<file path="src/rtl/qkv_stream_reader.sv">
// Streams NUM_WORDS consecutive words of the Q/K/V matrix out of a fixed-latency memory bar
// onto a valid/ready stream, throttling reads so the return buffer can never overflow.
module qkv_stream_reader #(
    parameter int WIDTH        = 64,
    parameter int BASE_ADDR    = 2048,
    parameter int NUM_WORDS    = 512,
    parameter int READ_LATENCY = 7,
    parameter int FIFO_DEPTH   = 16
) (
    input  logic             clk,
    input  logic             rst_n,
    input  logic             start,
    output logic             busy,
    output logic             done,
    output logic             write_en_bar,
    output logic [WIDTH-1:0] data_in_bar,
    output logic [31:0]      addr_bar,
    input  logic [WIDTH-1:0] data_out_bar,
    output logic             m_valid,
    input  logic             m_ready,
    output logic [WIDTH-1:0] m_data,
    output logic             m_last
);

    localparam int CNT_W = $clog2(NUM_WORDS + 1);
    localparam int PTR_W = (FIFO_DEPTH > 1) ? $clog2(FIFO_DEPTH) : 1;
    localparam int OCC_W = $clog2(FIFO_DEPTH + 1);
    localparam int INF_W = $clog2(READ_LATENCY + 1);

    typedef enum logic [1:0] {
        S_IDLE,
        S_RUN,
        S_DRAIN
    } state_t;

    state_t                  state, state_next;
    logic [CNT_W-1:0]        issue_cnt;
    logic [CNT_W-1:0]        beat_cnt;
    logic [READ_LATENCY-1:0] rd_pipe;
    logic [READ_LATENCY-1:0] issue_vec;
    logic [INF_W-1:0]        inflight;
    logic [WIDTH-1:0]        fifo_mem [FIFO_DEPTH];
    logic [PTR_W-1:0]        wr_ptr, rd_ptr;
    logic [OCC_W-1:0]        occ;

    logic issue, push, pop, room, accept, last_issue, last_beat, done_next;

    assign write_en_bar = 1'b0;
    assign data_in_bar  = '0;

    assign accept     = (state == S_IDLE) && start;
    assign push       = rd_pipe[0];
    assign m_valid    = (occ != '0);
    assign pop        = m_valid && m_ready;
    assign last_issue = (issue_cnt == CNT_W'(NUM_WORDS - 1));
    assign last_beat  = (beat_cnt == CNT_W'(NUM_WORDS - 1));
    assign room       = (32'(inflight) + 32'(occ)) < 32'(FIFO_DEPTH);
    assign busy       = (state != S_IDLE);
    assign m_last     = m_valid && last_beat;
    assign m_data     = m_valid ? fifo_mem[rd_ptr] : '0;

    always_ff @(posedge clk or negedge rst_n) begin
        if (!rst_n) state <= S_IDLE;
        else        state <= state_next;
    end

    // NOTE: every signal written here gets a default first, otherwise a path that skips it infers a latch.
    always_comb begin
        state_next = state;
        issue      = 1'b0;
        done_next  = 1'b0;
        issue_vec  = '0;
        case (state)
            S_IDLE:  if (start) state_next = S_RUN;
            S_RUN: begin
                issue = room;
                if (room && last_issue) state_next = S_DRAIN;
            end
            S_DRAIN: begin
                if (pop && last_beat) begin
                    state_next = S_IDLE;
                    done_next  = 1'b1;
                end
            end
            default: state_next = S_IDLE;
        endcase
        issue_vec[READ_LATENCY-1] = issue;
    end

    // NOTE: sequential state uses non-blocking assignments so every flop samples pre-edge values.
    always_ff @(posedge clk or negedge rst_n) begin
        if (!rst_n) begin
            addr_bar  <= 32'(BASE_ADDR);
            issue_cnt <= '0;
            beat_cnt  <= '0;
            done      <= 1'b0;
        end else begin
            done <= done_next;
            if (accept) begin
                addr_bar  <= 32'(BASE_ADDR);
                issue_cnt <= '0;
                beat_cnt  <= '0;
            end else begin
                if (issue) begin
                    issue_cnt <= issue_cnt + 1'b1;
                    if (!last_issue) addr_bar <= addr_bar + 32'd1;
                end
                if (pop) beat_cnt <= beat_cnt + 1'b1;
            end
        end
    end

    // Each issued read enters at the top and reaches bit 0 exactly when its data is on the bar.
    always_ff @(posedge clk or negedge rst_n) begin
        if (!rst_n) begin
            rd_pipe  <= '0;
            inflight <= '0;
        end else begin
            rd_pipe <= (rd_pipe >> 1) | issue_vec;
            case ({issue, push})
                2'b10:   inflight <= inflight + 1'b1;
                2'b01:   inflight <= inflight - 1'b1;
                default: inflight <= inflight;
            endcase
        end
    end

    always_ff @(posedge clk or negedge rst_n) begin
        if (!rst_n) begin
            wr_ptr <= '0;
            rd_ptr <= '0;
            occ    <= '0;
        end else begin
            if (push) wr_ptr <= (wr_ptr == PTR_W'(FIFO_DEPTH - 1)) ? '0 : wr_ptr + 1'b1;
            if (pop)  rd_ptr <= (rd_ptr == PTR_W'(FIFO_DEPTH - 1)) ? '0 : rd_ptr + 1'b1;
            case ({push, pop})
                2'b10:   occ <= occ + 1'b1;
                2'b01:   occ <= occ - 1'b1;
                default: occ <= occ;
            endcase
        end
    end

    // NOTE: the buffer storage has no reset; entries are only visible once occ says they were written.
    always_ff @(posedge clk) begin
        if (push) fifo_mem[wr_ptr] <= data_out_bar;
    end

endmodule

</file>
<file path="config.mk">
export PLATFORM = sky130hd
export DESIGN_NAME = qkv_stream_reader
export DESIGN_NICKNAME = d
export VERILOG_FILES = /design/src/rtl/qkv_stream_reader.sv
export SDC_FILE = /design/constraint.sdc
export NUM_CORES = 1
export LEC_CHECK = 0
export ABC_CLOCK_PERIOD_IN_PS = 8650
export BUFFER_PORTS_ARGS = -buffer_cell sky130_fd_sc_hd__buf_2
export CAP_MARGIN = 15
export CORE_MARGIN = 2
export CORE_UTILIZATION = 42
export DETAILED_ROUTE_END_ITERATION = 12
export PLACE_DENSITY_LB_ADDON = 0.08
export SETUP_SLACK_MARGIN = 0.15
export SKIP_CTS_REPAIR_TIMING = 1
export SLEW_MARGIN = 10
export SYNTH_ARGS = -nofsm -noshare
export SYNTH_HDL_FRONTEND = slang
export SYNTH_SLANG_ARGS = --single-unit
</file>
<file path="constraint.sdc">
create_clock -name clk -period 8.65 [get_ports clk]
set_clock_uncertainty 0.2 [all_clocks]
set_input_delay 1.73 -clock clk [delete_from_list [all_inputs] [get_ports clk]]
set_output_delay 1.73 -clock clk [all_outputs]
set_load 0.1 [all_outputs]
</file>
==> impl_metrics.py <==
metrics = {
    "yosys": {
        "yosysWarnings": 0,
        "syn_inst": 1993,
        "synth_common_cells": "edfxtp_1 (1024), mux4_2 (320), dfrtp_1 (77)",
        "syn-cell-area_um2": 43500,
        "synth_xor_area_share_pct": 0.766,
        "async_reset_ff_share_pct": 7.08,
        "syn_avg_cell_area_um2": 21.8,
        "ys_types": 51,
        "synth_fa_ha_area_share_pct": 0.524,
        "yosysSeqAreaShare_pct": 75.2,
        "synthTopCellsByArea": "edfxtp_1 (71%), mux4_2 (17%), dfrtp_1 (4.4%), buf_4 (1.1%), and2_1 (0.96%)",
        "synth_top_family_by_area": "multiplexers",
        "synth_compound_area_share_pct": 0.774,
        "yosysTopAreaCellShare_pct": 70.7,
        "yosysTopAreaCell": "edfxtp_1",
        "synth-seq-cells": 1102,
        "synth_ff_type": "edfxtp_1",
        "yosys.area_share.simple_pct": 3.41,
        "synth-edff-count": 1024,
        "muxShareOfSynthArea_pct": 16.7,
        "synth_most_common_cell": "edfxtp_1",
    },
    "hold_path": {
        "hp-class": "register to register",
        "hold_depth": 0,
    },
    "place": {
        "dp_hpwl_mm": 50.4,
        "dp_cells": 3481,
        "port_buffers": 167,
        "place_congestion": 0.734,
    },
    "sta": {
        "period_share_pct": 66.0,
        "drv_slew": 0,
        "worst_pin_slew_ns": 1.07,
        "setup_viol": 0,
        "setup_tns_ns": 0,
        "max_freq_ghz": 0.175,
        "grt_setup_unrepaired": "false",
        "finalHoldViolations": 0,
        "max-slew-margin-rel_pct": 28.3,
        "timing.final.crit_period_ns": 5.71,
    },
    "flow_run": {
        "maxCapViolations": 0,
    },
    "global_route": {
        "grt_overflow": 0,
        "grt_pass1_vias": 21400,
        "track_usage_pct": 19.5,
        "grt_pass1_wl_mm": 150,
        "grt_start_max_net_pins": 148,
        "antenna_found_initial": 18,
    },
    "clock_network": {
        "cts_buffers": 115,
        "path_clk_slew_ns": 0.06,
        "cts_tree": "built",
        "clk_latency_ns": 0.69,
        "cts-root-buf": "clkbuf_16",
        "clockBufferDepth": 3,
        "h-tree-depth": 3,
        "cts_sinks": 1102,
    },
    "drt": {
        "wire_per_inst_um": 27.6,
        "via_per_inst": 5.50,
        "vias": 20300,
        "routed_wl_mm": 102,
        "ant_nets": 0,
        "drc": 0,
        "drtPass1Iterations": 5,
        "drt_iter0_drc": 1888,
    },
    "cells_and_area": {
        "fillers": 8565,
        "finalNonFillerCells": 3696,
        "drive_above_1_share_pct": 31.1,
        "nets": 2304,
        "syn_to_final_growth_pct": 13.8,
        "finish.utilization_pct": 48.0,
    },
    "floorplanning": {
        "num_rows": 118,
        "dieHeight_um": 326,
        "die_w_um": 326,
        "die-area_um2": 106000,
        "ioPinCount": 233,
        "core-area_um2": 103000,
        "start_util_pct": 42.2,
    },
    "run_status": {
        "status": "complete, no violations",
    },
    "setup_path": {
        "worstSetupStartpointType": "register",
        "crit_arrival_ns": 3.78,
        "path_max_fanout": 38,
        "worstSetupEndpointType": "output port",
        "reg2regPathDepth": 3,
        "required_ns": 6.72,
        "path_class": "register to output port",
    },
    "pwr": {
        "p_per_area_nw_per_um2": 385,
        "power_leakage_nw": 16.0,
        "vdd_ir_drop_max_mv": 0.510,
    },
}
## registers in the layout, summed over array words and instances, names as in the netlist
name	cells
done	1
beat_cnt	10
wr_ptr	4
fifo_mem	1024
inflight	3
state	2
rd_ptr	4
issue_cnt	10
occ	5
rd_pipe	7
addr_bar	32
## per-stage QoR
| stage | hold slack [ns] | area, um2 | power [mW] | setup slack (ns) |
|---|---|---|---|---|
| after global routing | 0.168 | 49400 | 19.8 | 2.66 |
| after floorplan | 0.131 | 43700 | 12.8 | 2.76 |
| final | 0.155 | 49500 | 19.0 | 2.94 |
| after global placement | 0.134 | 45700 | 14.4 | 3.54 |
| after detailed placement | 0.136 | 45700 | 14.5 | 3.55 |
| after CTS | 0.160 | 49400 | 19.3 | 2.78 |
## where the power goes
group / internal, mW / switching (mW)
Combinational: 2.26 / 5.08
Clock: 2.81 / 2.02
Sequential: 6.52 / 0.352
## area by class of cell
cell class                      instances  area (um2)  area share [%]
Antenna cell                            3        7.51          0.0152
Clock buffer                          136        3020            6.11
Clock inverter                         75         677            1.37
Inverter                               16        60.1           0.121
Multi-Input combinational cell        776       10000            20.3
Sequential cell                      1102       32700            66.2
Tap cell                             1380        1730            3.49
Timing Repair Buffer                  208        1230            2.48
## path summary, 6_finish.rpt
check	startpoint	to	slack, ns
worst min register to register	rd_pipe[1]	rd_pipe[0]	0.15
min in group asynchronous	rst_n	addr_bar[3]	1.01
worst max-delay path	rd_ptr[0]	m_data[1]	2.94
worst min-delay path	rd_pipe[1]	rd_pipe[0]	0.15
worst max register to register	rd_pipe[0]	fifo_mem[14][7]	5.20
max in group asynchronous	rst_n	rd_ptr[3]	6.44
## critical path, cell delays in order, from the launching register on
cell	delay [ns]
dfrtp_4	0.73
buf_4	0.71
mux4_2	0.61
mux4_2	0.47
and2_1	0.21
buf_2	0.30
## metal layers
metal	wire, um	vias to the layer above	track usage [%]
met5	77	-	0
met4	1720	12	4.72
met3	4480	141	2.99
met2	52100	475	33.0
met1	43700	11100	26.6
li1	-	8584	-
## logic make-up after synthesis
logic type / after synthesis
buffers and inverters: 179
other: 1
multiplexers: 326
AND/OR/NAND/NOR: 270
adder cells (fa/ha/maj): 17
XOR/XNOR: 38
AO/OA/AOI/OAI: 60
flip-flops: 1102
## layout by cell type (no fill, tap or decap), types with 12 or more instances in the layout
cell and count:
a21oi_1 22, o21ai_0 25, inv_1 16, nor3_1 12, edfxtp_1 1024, buf_4 36
clkbuf_16 117, nand3_1 22, clkinv_2 20, xnor2_1 31, nand2_1 42, clkbuf_1 17
ha_1 15, conb_1 65, mux4_2 320, clkinv_1 30, nor2_4 14, dfrtp_1 73
buf_2 166, and2_1 67, nor4_1 16, nor2_1 34
No activity file was read; power rests on OpenSTA's default activity.
